==> src/rtl/booth_pkg.sv <==
// Shared definitions for the radix-2 Booth multiplier: controller states,
// legal operand-width range and the iteration-count rule.
package booth_pkg;

    localparam int WIDTH_MIN = 4;
    localparam int WIDTH_MAX = 32;

    // Counter is sized for the widest legal unsigned run (WIDTH_MAX+1 steps).
    localparam int CNT_W = $clog2(WIDTH_MAX + 2);

    typedef enum logic [2:0] {
        IDLE    = 3'd0,
        LOAD_X  = 3'd1,
        COMPUTE = 3'd2,
        OUT_HI  = 3'd3,
        OUT_LO  = 3'd4
    } booth_state_t;

    function automatic logic [CNT_W-1:0] iter_count(input int width, input logic is_signed);
        return is_signed ? CNT_W'(width) : CNT_W'(width + 1);
    endfunction

endpackage

==> src/rtl/booth_dp.sv <==
// Booth datapath: operand/accumulator registers, one shared add/subtract,
// the combined arithmetic right shift and the product output mux.
module booth_dp
    import booth_pkg::*;
#(
    parameter int WIDTH = 8
) (
    input  logic             clk,
    input  logic             rst,
    input  logic             cap_y,
    input  logic             cap_x,
    input  logic             step,
    input  logic             show_hi,
    input  logic             show_lo,
    input  logic             signed_mode,
    input  logic [WIDTH-1:0] in_bus,
    output logic             mode,
    output logic [WIDTH-1:0] out_bus
);

    logic [WIDTH:0]     a_q;
    logic [WIDTH:0]     x_q;
    logic [WIDTH:0]     y_q;
    logic               xneg1_q;
    logic               mode_q;

    logic [WIDTH:0]     y_ext;
    logic [WIDTH:0]     x_ext;
    logic               use_y;
    logic               sub;
    logic [WIDTH:0]     addsub;
    logic [WIDTH:0]     a_pre;
    logic [2*WIDTH-1:0] product;

    // Y's extension follows the live mode bit because both are captured together.
    assign y_ext = {signed_mode & in_bus[WIDTH-1], in_bus};
    assign x_ext = {mode_q & in_bus[WIDTH-1], in_bus};

    assign use_y  = x_q[0] ^ xneg1_q;
    assign sub    = x_q[0] & ~xneg1_q;
    assign addsub = a_q + (y_q ^ {(WIDTH+1){sub}}) + {{WIDTH{1'b0}}, sub};
    assign a_pre  = use_y ? addsub : a_q;

    always_ff @(posedge clk or negedge rst) begin
        if (!rst) begin
            a_q     <= '0;
            x_q     <= '0;
            y_q     <= '0;
            xneg1_q <= 1'b0;
            mode_q  <= 1'b0;
        end else if (cap_y) begin
            y_q    <= y_ext;
            mode_q <= signed_mode;
        end else if (cap_x) begin
            x_q     <= x_ext;
            a_q     <= '0;
            xneg1_q <= 1'b0;
        end else if (step) begin
            a_q     <= {a_pre[WIDTH], a_pre[WIDTH:1]};
            x_q     <= {a_pre[0], x_q[WIDTH:1]};
            xneg1_q <= x_q[0];
        end
    end

    // Signed runs stop one shift short, leaving the unconsumed sign bit in x_q[0].
    assign product = mode_q ? {a_q[WIDTH-1:0], x_q[WIDTH:1]}
                            : {a_q[WIDTH-2:0], x_q};

    always_comb begin
        out_bus = '0;
        if (show_hi)
            out_bus = product[2*WIDTH-1:WIDTH];
        else if (show_lo)
            out_bus = product[WIDTH-1:0];
    end

    assign mode = mode_q;

endmodule

==> src/rtl/booth_mult_param.sv <==
// Sequential radix-2 Booth multiplier with a narrow shared bus: operands in
// over two cycles, product out as high then low half.
module booth_mult_param
    import booth_pkg::*;
#(
    parameter int WIDTH = 8
) (
    input  logic             clk,
    input  logic             rst,
    input  logic             start,
    input  logic             signed_mode,
    input  logic [WIDTH-1:0] inBus,
    output logic [WIDTH-1:0] outBus,
    output logic             done,
    output logic             hi_sel,
    output logic             busy,
    output booth_state_t     dbg_state
);

    if (WIDTH < WIDTH_MIN || WIDTH > WIDTH_MAX) begin : g_width_check
        $error("booth_mult_param: WIDTH out of legal range");
    end

    booth_state_t     state;
    booth_state_t     next_state;
    logic [CNT_W-1:0] cnt;
    logic             mode;
    logic             cap_y;
    logic             cap_x;
    logic             step;
    logic             show_hi;
    logic             show_lo;

    always_ff @(posedge clk or negedge rst) begin
        if (!rst)
            state <= IDLE;
        else
            state <= next_state;
    end

    always_ff @(posedge clk or negedge rst) begin
        if (!rst)
            cnt <= '0;
        else if (state == LOAD_X)
            cnt <= iter_count(WIDTH, mode);
        else if (state == COMPUTE)
            cnt <= cnt - CNT_W'(1);
    end

    // start is only looked at in IDLE, so requests while busy are dropped.
    always_comb begin
        next_state = state;
        cap_y      = 1'b0;
        cap_x      = 1'b0;
        step       = 1'b0;
        show_hi    = 1'b0;
        show_lo    = 1'b0;
        case (state)
            IDLE: begin
                if (start) begin
                    cap_y      = 1'b1;
                    next_state = LOAD_X;
                end
            end
            LOAD_X: begin
                cap_x      = 1'b1;
                next_state = COMPUTE;
            end
            COMPUTE: begin
                step = 1'b1;
                if (cnt == CNT_W'(1))
                    next_state = OUT_HI;
            end
            OUT_HI: begin
                show_hi    = 1'b1;
                next_state = OUT_LO;
            end
            OUT_LO: begin
                show_lo    = 1'b1;
                next_state = IDLE;
            end
            default: next_state = IDLE;
        endcase
    end

    assign done      = show_hi | show_lo;
    assign hi_sel    = show_hi;
    assign busy      = (state != IDLE);
    assign dbg_state = state;

    booth_dp #(
        .WIDTH(WIDTH)
    ) u_dp (
        .clk        (clk),
        .rst        (rst),
        .cap_y      (cap_y),
        .cap_x      (cap_x),
        .step       (step),
        .show_hi    (show_hi),
        .show_lo    (show_lo),
        .signed_mode(signed_mode),
        .in_bus     (inBus),
        .mode       (mode),
        .out_bus    (outBus)
    );

endmodule

==> config.mk <==
export PLATFORM = sky130hd
export DESIGN_NAME = booth_mult_param
export DESIGN_NICKNAME = d
export VERILOG_FILES = /design/src/rtl/booth_pkg.sv /design/src/rtl/booth_dp.sv /design/src/rtl/booth_mult_param.sv
export SDC_FILE = /design/constraint.sdc
export NUM_CORES = 1
export LEC_CHECK = 0
export BUFFER_PORTS_ARGS = -buffer_cell sky130_fd_sc_hd__buf_2
export CAP_MARGIN = 20
export CORE_ASPECT_RATIO = 0.5
export CORE_MARGIN = 2
export CORE_UTILIZATION = 63
export CTS_CLUSTER_SIZE = 14
export DETAILED_ROUTE_END_ITERATION = 8
export PLACE_DENSITY_LB_ADDON = 0.08
export SLEW_MARGIN = 5
export SYNTH_ARGS = -nofsm -noshare
export SYNTH_HDL_FRONTEND = slang
export SYNTH_SLANG_ARGS = --single-unit
==> constraint.sdc <==
create_clock -name clk -period 3.45 [get_ports clk]
set_input_delay 0.1725 -clock clk [delete_from_list [all_inputs] [get_ports clk]]
set_output_delay 0.1725 -clock clk [all_outputs]
set_load 0.005 [all_outputs]
Word level (Yosys, flattened, before mapping):

Cells that the tools add are included.

* flip-flop bits (word level): 38
* input port bits: 12
* output and inout bits: 14
* word-level logic and storage cells: 53

* add/sub/neg operators: 3
* eq/ne operators: 7
* muxes and demuxes: 22
* bitwise operators: 8
* reductions and logical operators: 6

Operator list (number)
* $mux W9: 5
* $mux W16: 1
* $mux W8: 2
* $mux W6: 2
* $pmux W3 S4: 1
* $add A9 B1 Y9: 1
* $add A9 B9 Y9: 1
* $mux W1: 9
* $xor A9 B9 Y9: 1
* $eq A3 B2 Y1 const B: 2
* $eq A6 B1 Y1 const B: 1
* $mux W3: 2
* $sub A6 B1 Y6 const B: 1
* $reduce_and A2 Y1: 2
* $reduce_bool A2 Y1: 2
* $and A1 B1 Y1: 3
* $eq A3 B1 Y1 const B: 1
* $eq A3 B3 Y1 const B: 1
* $logic_not A3 Y1: 1
* $reduce_bool A3 Y1: 1
* $ne A2 B1 Y1 const B: 1
* $ne A2 B2 Y1 const B: 1
* $not A1 Y1: 2
* $or A1 B1 Y1: 1
* $xor A1 B1 Y1: 1

Longest topological paths before layout:

Gate-level depths: netlist of the first run.

* word-level depth: 8
* depth in mapped cells: 10
* mapped depth without buffers: 9

Hierarchy:

A second synthesis of the first run with hierarchy kept.

* cell total of the unflattened synthesis: 252
* area, all modules: 2454.9 sq um

Modules (own cells, without submodules)
* booth_dp: times used 1, cells each 200, area an instance 1910.6 sq um, sequential area each 700.7 sq um
* booth_mult_param: times used 1, cells each 52, area an instance 544.3 sq um, sequential area each 225.2 sq um

Least setup slack after synthesis of the first run:

OpenSTA, ideal clock, no wires.

* kind: register to register
* start: register u_dp.x_q[0]
* end: register u_dp.a_q[4]
* library setup time: 126 ps
* arrival: 2113 ps
* required time: 3324 ps
* setup slack: 1211 ps
* cell stages (with the launch flop): 10
* path buffers: 1
* period minus slack after synthesis: 2239 ps
* path through: dfrtp_1 -> ha_1 -> buf_6 -> xor2_1 -> ha_1 -> a21o_1 -> a221o_1 -> a21oi_1 -> xor2_1 -> o21ai_1

* longest elaborated chain between the ends: 7
* elaborated cells between the ends (all ways): 8
* classes of those cells: add/sub: 2; mux: 3; bitwise: 3

RTL lines
* from (decl): RTL line booth_dp.sv:22 `logic [WIDTH:0] x_q;`
* from (signal assigned): RTL line booth_dp.sv:55 `x_q <= x_ext;`
* from (signal assigned): RTL line booth_dp.sv:60 `x_q <= {a_pre[0], x_q[WIDTH:1]};`
* $and A1 B1 Y1: RTL line booth_dp.sv:40 `assign sub = x_q[0] & ~xneg1_q;`
* $xor A9 B9 Y9: RTL line booth_dp.sv:41 `assign addsub = a_q + (y_q ^ {(WIDTH+1){sub}}) + {{WIDTH{1'b0}}, sub};`
* $add A9 B9 Y9: RTL line booth_dp.sv:41
* $add A9 B1 Y9: RTL line booth_dp.sv:41
* $mux W9 *: RTL line booth_dp.sv:42 `assign a_pre = use_y ? addsub : a_q;`
* $mux W9 *: RTL line booth_dp.sv:58 `end else if (step) begin`
* $mux W9 *: RTL line booth_dp.sv:54 `end else if (cap_x) begin`
* to (signal assigned): RTL line booth_dp.sv:59 `a_q <= {a_pre[WIDTH], a_pre[WIDTH:1]};`
* to (decl): RTL line booth_dp.sv:21 `logic [WIDTH:0] a_q;`

Mark *: on every way between the ends. The rest lies on a longest branch, timed or not. The select of a mux whose other input is x is not followed.
A chain may end at the register's enable or synchronous reset.

Final worst setup path of the first run:

* start: register u_dp.xneg1_q
* end: register u_dp.a_q[4]

* longest elaborated chain between the ends: 8
* elaborated cells between the ends (all ways): 9
* classes of those cells: add/sub: 2; mux: 3; bitwise: 4

RTL lines
* from (decl): RTL line booth_dp.sv:24 `logic xneg1_q;`
* from (signal assigned): RTL line booth_dp.sv:61 `xneg1_q <= x_q[0];`
* $not A1 Y1: RTL line booth_dp.sv:40
* $and A1 B1 Y1: RTL line booth_dp.sv:40
* $xor A9 B9 Y9: RTL line booth_dp.sv:41
* $add A9 B9 Y9: RTL line booth_dp.sv:41
* $add A9 B1 Y9: RTL line booth_dp.sv:41
* $mux W9 *: RTL line booth_dp.sv:42
* $mux W9 *: RTL line booth_dp.sv:58
* $mux W9 *: RTL line booth_dp.sv:54

Marks and branches as above.

==> flow_summary.json, run 1 <==
{
  "insertion_delay_ns": 0.29,
  "violations": "negative hold slack",
  "vias_per_cell": 6.00,
  "syn-num-nets": 259,
  "cts_sinks": 37,
  "layout_common_cells": "dfrtp_1, nand2_1, buf_2",
  "required_ns": 3.62,
  "yosys_warnings": 0,
  "route.detailed.drc": 0,
  "pre_cts_ws_ns": 0.978,
  "yosys_register_bits": 37,
  "finalNonFillerCells": 307,
  "grtUsageTotal": 0.271,
  "cts_setup_buffers": 0,
  "ant_nets": 0,
  "die_x_um": 89.4,
  "grt_pass1_wl_um": 8220,
  "power.density_nw_per_um2": 1180,
  "final_common_cell": "dfrtp_1",
  "syn_inst": 236,
  "crit_arrival_ns": 2.68,
  "syn_area_um2": 2300,
  "rsz0062_at_grt": "no",
  "endpoint_kind": "register",
  "tritoncts": "done",
  "overflow": 0,
  "drtIter0Drc": 104,
  "synth.area.top_cells": "dfrtp_1, mux2i_1, ha_1, nand2_1, mux2_2",
  "dp.final_hpwl_um": 3700,
  "antenna_found_initial": 0,
  "clk_path_buf_depth": 2,
  "num_rows": 15,
  "slew_violations": 0,
  "placedCellCount": 299,
  "max-slew-margin-rel": 0.374,
  "port_buffers": 25,
  "total_power_mw": 2.95,
  "syn_avg_cell_area_um2": 9.74,
  "setup_viol": 0,
  "utilization": 0.720,
  "seqCellArea_um2": 926,
  "setup_ws_ns": 0.945,
  "cp_slowest_cell": "ha_1",
  "hold_slack_ns": -0.0257,
  "grt_pass1_vias": 1617,
  "worst_pin_slew_ns": 0.940,
  "drive_gt1_frac": 0.180,
  "diodes": 0,
  "die_height_um": 46.7,
  "core_area_um2": 3470,
  "path_delay_family": "compound AO/OA/AOI/OAI gates",
  "drv_cap": 0,
  "die_area_um2": 4180,
  "ir_drop_v": 0.000694,
  "synth_top_area_frac": 0.403,
  "hp-class": "in -> async",
  "ys_seq_area_frac": 0.403,
  "path_max_fanout": 9,
  "ios": 26,
  "multi_input_area_um2": 1260,
  "hold_viol": 37,
  "start_util": 0.662,
  "cts_inserted_buffers": 5,
  "filler_cell_count": 261,
  "root_buffer": "clkbuf_8",
  "finalCritPeriodShare": 0.726,
  "first_pass_iters": 4,
  "crit_buf_inv": 1,
  "grt_max_degree": 38,
  "routabilityCongestion": 0.881,
  "vias": 1843,
  "wirelength_um": 5190,
  "timing_worst_setup_path_type": "reg -> reg",
  "synth_largest_area_cell": "dfrtp_1",
  "fin_skew_ns": 0.00497,
  "final_nets": 278,
  "status": "finished with violations",
  "period_minus_slack_ns": 2.50,
  "htreeDepth": 2,
  "clk_pin_slew_ns": 0.08,
  "leakagePower_nw": 1.19,
  "wl_per_cell_um": 16.9,
  "cts_hold_buf": 0,
  "path_cells": "inv_1 > ha_1 > xor2_1 > ha_1 > a21o_1 > a221o_1 > a21oi_1 > xor2_1 > o21ai_1",
  "crit_path_max_incr_delay_ns": 0.45,
  "fmax_mhz": 399,
  "ys_types": 46,
  "reg2reg_slack_ns": 0.95,
  "syn_to_final_growth_pct": 8.65,
  "fin_tns_setup_ns": 0,
  "crit_path_start_kind": "register",
  "cts_resized": 0
}
==> cell type report <==
class                   count  share of cell area
flip-flops and latches     37               0.371
clock buffers               6              0.0290
multi-input cells         176               0.504
clock inverters             2             0.00601
inverters                  10              0.0150
repair buffers             25              0.0501
well taps                  51              0.0255
==> synth_stat cells (all sizes together) <==
cell     instances
and3             2
fa               1
a21o             1
nor4             1
a31oi           10
o21a             2
o311ai           2
a2bb2oi          1
o21ai           16
or3b             1
nand3            5
nand3b           1
inv             10
a211o            1
nand4            1
dfrtp           37
nor3b            2
ha              10
clkbuf           6
mux2            10
a22o             1
buf              7
a32oi            3
nand2           30
a211oi           1
or3              1
a221o            1
mux2i           19
o22ai           10
a21oi            5
or4              1
and2             2
o41ai            2
nor2b            1
nor2            15
xor2            11
xnor2            6
==> logic make-up after synthesis <==
logic type	count (synthesis)	share of synthesized area
simple gates	63	0.131
compound gates	56	0.156
flops	37	0.403
mux	29	0.133
buf+inv	23	0.0500
xor+xnor	17	0.0647
fa+ha+maj	11	0.0631
==> path summary, 6_finish.rpt <==
| kind | to | from | cells past startpoint |
|---|---|---|---|
| min in group clk | u_dp.mode | signed_mode | 2 |
| max reg2reg | u_dp.a_q[4] | u_dp.xneg1_q | 9 |
| min reg2reg | cnt[5] | cnt[5] | 1 |
| min | dbg_state[2] | rst | 1 |
| max | u_dp.a_q[4] | u_dp.xneg1_q | 9 |
| max in group asynchronous | u_dp.y_q[0] | rst | 1 |
==> report_power, final <==
group / internal, mW / leakage, nW / total (mW) / switching, mW
registers: 0.637 / 0.457 / 0.913 / 0.276
clock network: 0.142 / 0.0374 / 0.305 / 0.163
logic: 0.806 / 0.697 / 1.73 / 0.923
total: 1.59 / 1.19 / 2.95 / 1.36
==> per-layer routing <==
| layer | wire (µm) | global-route usage | share of wire | up-vias |
|---|---|---|---|---|
| li1 | - | - | - | 886 |
| met1 | 2590 | 0.402 | 0.50 | 914 |
| met2 | 2350 | 0.412 | 0.45 | 38 |
| met3 | 221 | 0.0627 | 0.043 | 5 |
| met4 | 25 | 0.0537 | 0.0048 | 0 |
| met5 | 0 | 0 | 0 | - |
==> state kept, by name, indices dropped and copies added, names as in the netlist <==
register	cells
cnt	6
u_dp.x_q	9
u_dp.mode	1
dbg_state	3
u_dp.xneg1_q	1
u_dp.y_q	9
u_dp.a_q	8
==> metrics by stage <==
| stage | hold WS [ns] | cell area, µm² |
|---|---|---|
| after floorplan | -0.123 | 2300 |
| after global placement | 0.310 | 2410 |
| after detailed placement | 0.312 | 2410 |
| after CTS | 0.00189 | 2500 |
| after global routing | 0.0487 | 2500 |
| final | -0.0257 | 2500 |
==> worst reg2reg max path, cell delays in order, from the launching register on <==
cell	delay [ns]
dfrtp_1	0.36
inv_1	0.07
ha_1	0.45
xor2_1	0.20
ha_1	0.31
a21o_1	0.23
a221o_1	0.37
a21oi_1	0.19
xor2_1	0.16
o21ai_1	0.07
Note: power is estimated with default switching activity, not from simulation.
==> run 2, diff against run 1 <==
--- a/config.mk
+++ b/config.mk
@@ -9,7 +9,7 @@
 export CAP_MARGIN = 20
 export CORE_ASPECT_RATIO = 0.5
 export CORE_MARGIN = 2
-export CORE_UTILIZATION = 63
+export CORE_UTILIZATION = 58
 export CTS_CLUSTER_SIZE = 14
 export DETAILED_ROUTE_END_ITERATION = 8
 export PLACE_DENSITY_LB_ADDON = 0.08
==> constraint.sdc (replaced) <==
create_clock -name clk -period 2.55 [get_ports clk]
set_input_delay 0.1275 -clock clk [delete_from_list [all_inputs] [get_ports clk]]
set_output_delay 0.1275 -clock clk [all_outputs]
set_load 0.005 [all_outputs]
==> run 2 against run 1 <==
Against the previous run: fmax is 7.4% higher; cell count is 2.9% higher; register-to-register slack worse by 0.73 ns; clock skew is 0.0034 ns higher; power is 42% higher; clock power is 77% higher; the run now ends clean; setup slack worse by 0.73 ns.
==> flow_summary.json, run 2 (synthesized netlist as in run 1, its figures left out) <==
{
  "status": "complete, no violations",
  "first_pass_iters": 4,
  "hp-class": "in -> reg",
  "final_common_cell": "dfrtp_1",
  "rsz0062_at_grt": "no",
  "final_area_um2": 2580,
  "crit_path_start_kind": "register",
  "crit_path_max_incr_delay_ns": 0.36,
  "grt_max_degree": 38,
  "endpoint_kind": "register",
  "die_area_um2": 4520,
  "path_max_fanout": 5,
  "slew_violations": 0,
  "start_util": 0.598,
  "htreeDepth": 2,
  "cp_slowest_cell": "dfrtp_1",
  "grtUsageTotal": 0.265,
  "clk_pin_slew_ns": 0.08,
  "clockPowerShare": 0.129,
  "drive_gt1_frac": 0.198,
  "p_switching_mw": 1.87,
  "cts_inserted_buffers": 5,
  "grt_pass1_vias": 1830,
  "vias_per_cell": 5.84,
  "ant_nets": 0,
  "swShare": 0.445,
  "max-slew-margin-rel": 0.450,
  "cts_setup_buffers": 0,
  "postPlaceCellArea_um2": 2450,
  "wl_per_cell_um": 16.9,
  "core_area_um2": 3840,
  "syn_to_final_growth_pct": 12.2,
  "die_height_um": 48.5,
  "ios": 26,
  "wirelength_um": 5350,
  "drv_cap": 0,
  "finalCritPeriodShare": 0.914,
  "die_x_um": 93.1,
  "worst_pin_slew_ns": 0.826,
  "timing_worst_setup_path_type": "reg -> reg",
  "antenna_found_initial": 0,
  "root_buffer": "clkbuf_8",
  "fin_skew_ns": 0.00840,
  "power.density_nw_per_um2": 1630,
  "port_buffers": 25,
  "routabilityCongestion": 0.979,
  "ir_drop_v": 0.000864,
  "tritoncts": "done",
  "required_ns": 2.73,
  "diodes": 0,
  "num_rows": 16,
  "period_minus_slack_ns": 2.33,
  "layout_common_cells": "dfrtp_1, nand2_1, buf_2",
  "cpMostUsedCell": "xor2_1",
  "largestRegisters": "u_dp.x_q: 9 flops, u_dp.y_q: 9 flops, u_dp.a_q: 8 flops",
  "setup_ws_ns": 0.218,
  "path_cells": "inv_1 > ha_2 > xor2_1 > ha_1 > a21o_1 > a221o_1 > a21oi_1 > xor2_1 > o21ai_1",
  "clk_path_buf_depth": 2,
  "dp.final_hpwl_um": 3710,
  "comb_power_share": 0.592,
  "route.detailed.drc": 0,
  "crit_arrival_ns": 2.51,
  "vias": 1844,
  "pre_cts_ws_ns": 0.197,
  "hold_viol": 0,
  "cts_sinks": 37,
  "final_nets": 284,
  "fin_tns_setup_ns": 0,
  "fmax_mhz": 429,
  "leakagePower_nw": 1.24,
  "insertion_delay_ns": 0.29,
  "p_int_mw": 2.33,
  "drtIter0Drc": 128,
  "setup_viol": 0,
  "grt_pass1_wl_um": 9070,
  "p_seq_frac": 0.280,
  "overflow": 0
}
-- run 2: cell count changes in the layout (fill, tap and decap cells not counted) --
cell	before	now
clkbuf_8	5	6
buf_4	0	5
dlygate4sd3_1	0	1
bufinv_16	0	1
ha_1	10	9
clkinvlp_4	2	0
ha_2	0	1
-- run 2: per-stage QoR --
| step | power [mW] | hold slack [ns] | utilization | cells |
|---|---|---|---|---|
| after floorplan | 3.06 | -0.168 | - | 236 |
| after global placement | 3.52 | 0.274 | 0.638 | 307 |
| after detailed placement | 3.60 | 0.285 | 0.638 | 307 |
| after CTS | 4.16 | 0.0742 | 0.671 | 316 |
| after global routing | 4.53 | 0.0767 | 0.672 | 316 |
| final | 4.20 | 0.0811 | 0.672 | 316 |
-- run 2: area by class of cell --
cell class,instances,area [µm²]
well taps,54,67.6
clock buffers,7,86.3
flip-flops and latches,37,926
multi-input cells,176,1260
clock inverters,1,30.0
inverters,10,37.5
fillers,335,1260
repair buffers,31,173
-- run 2: final timing paths --
path | startpoint | end | slack, ns | cells after the start
hold / removal | inBus[4] | u_dp.y_q[4] | 0.08 | 2
setup reg to reg | u_dp.xneg1_q | u_dp.a_q[4] | 0.22 | 9
min in group asynchronous | rst | dbg_state[2] | 0.51 | 2
setup / recovery | u_dp.xneg1_q | u_dp.a_q[4] | 0.22 | 9
max in group asynchronous | rst | u_dp.x_q[5] | 1.52 | 2
hold reg to reg | cnt[5] | cnt[5] | 0.50 | 1
-- run 2: power by group through the flow --
stage	sequential, mW	combinational (mW)	clock (mW)
2_1_floorplan	1.07	2.00	0
3_3_place_gp	1.16	2.36	0
3_5_place_dp	1.17	2.43	0
4_1_cts	1.16	2.45	0.545
5_1_grt	1.21	2.75	0.571
6_report	1.17	2.48	0.540
-- run 2: per-layer routing --
layer | track usage | wire length [µm] | vias up
met1 | 0.374 | 2560 | 896
met5 | 0 | 0 | -
li1 | - | - | 899
met4 | 0.0833 | 49 | 0
met3 | 0.0639 | 310 | 4
met2 | 0.408 | 2430 | 45
-- run 2: worst max-delay path, delay by kind of cell, from the launching register on --
family / cells / cell delay (ns)
AO/OA/AOI/OAI: 4 / 0.86
buffers and inverters: 1 / 0.08
XOR/XNOR: 2 / 0.36
adder cells (fa/ha/maj): 2 / 0.57
flip-flops: 1 / 0.36
-- run 2: what timing repair did --
item | 4_1_cts | 5_1_grt
gates resized for setup | 0 | 1
hold buffers | 1 | 0
hold endpoints to repair | 37 | 0
endpoints found under the setup margin | 0 | 1
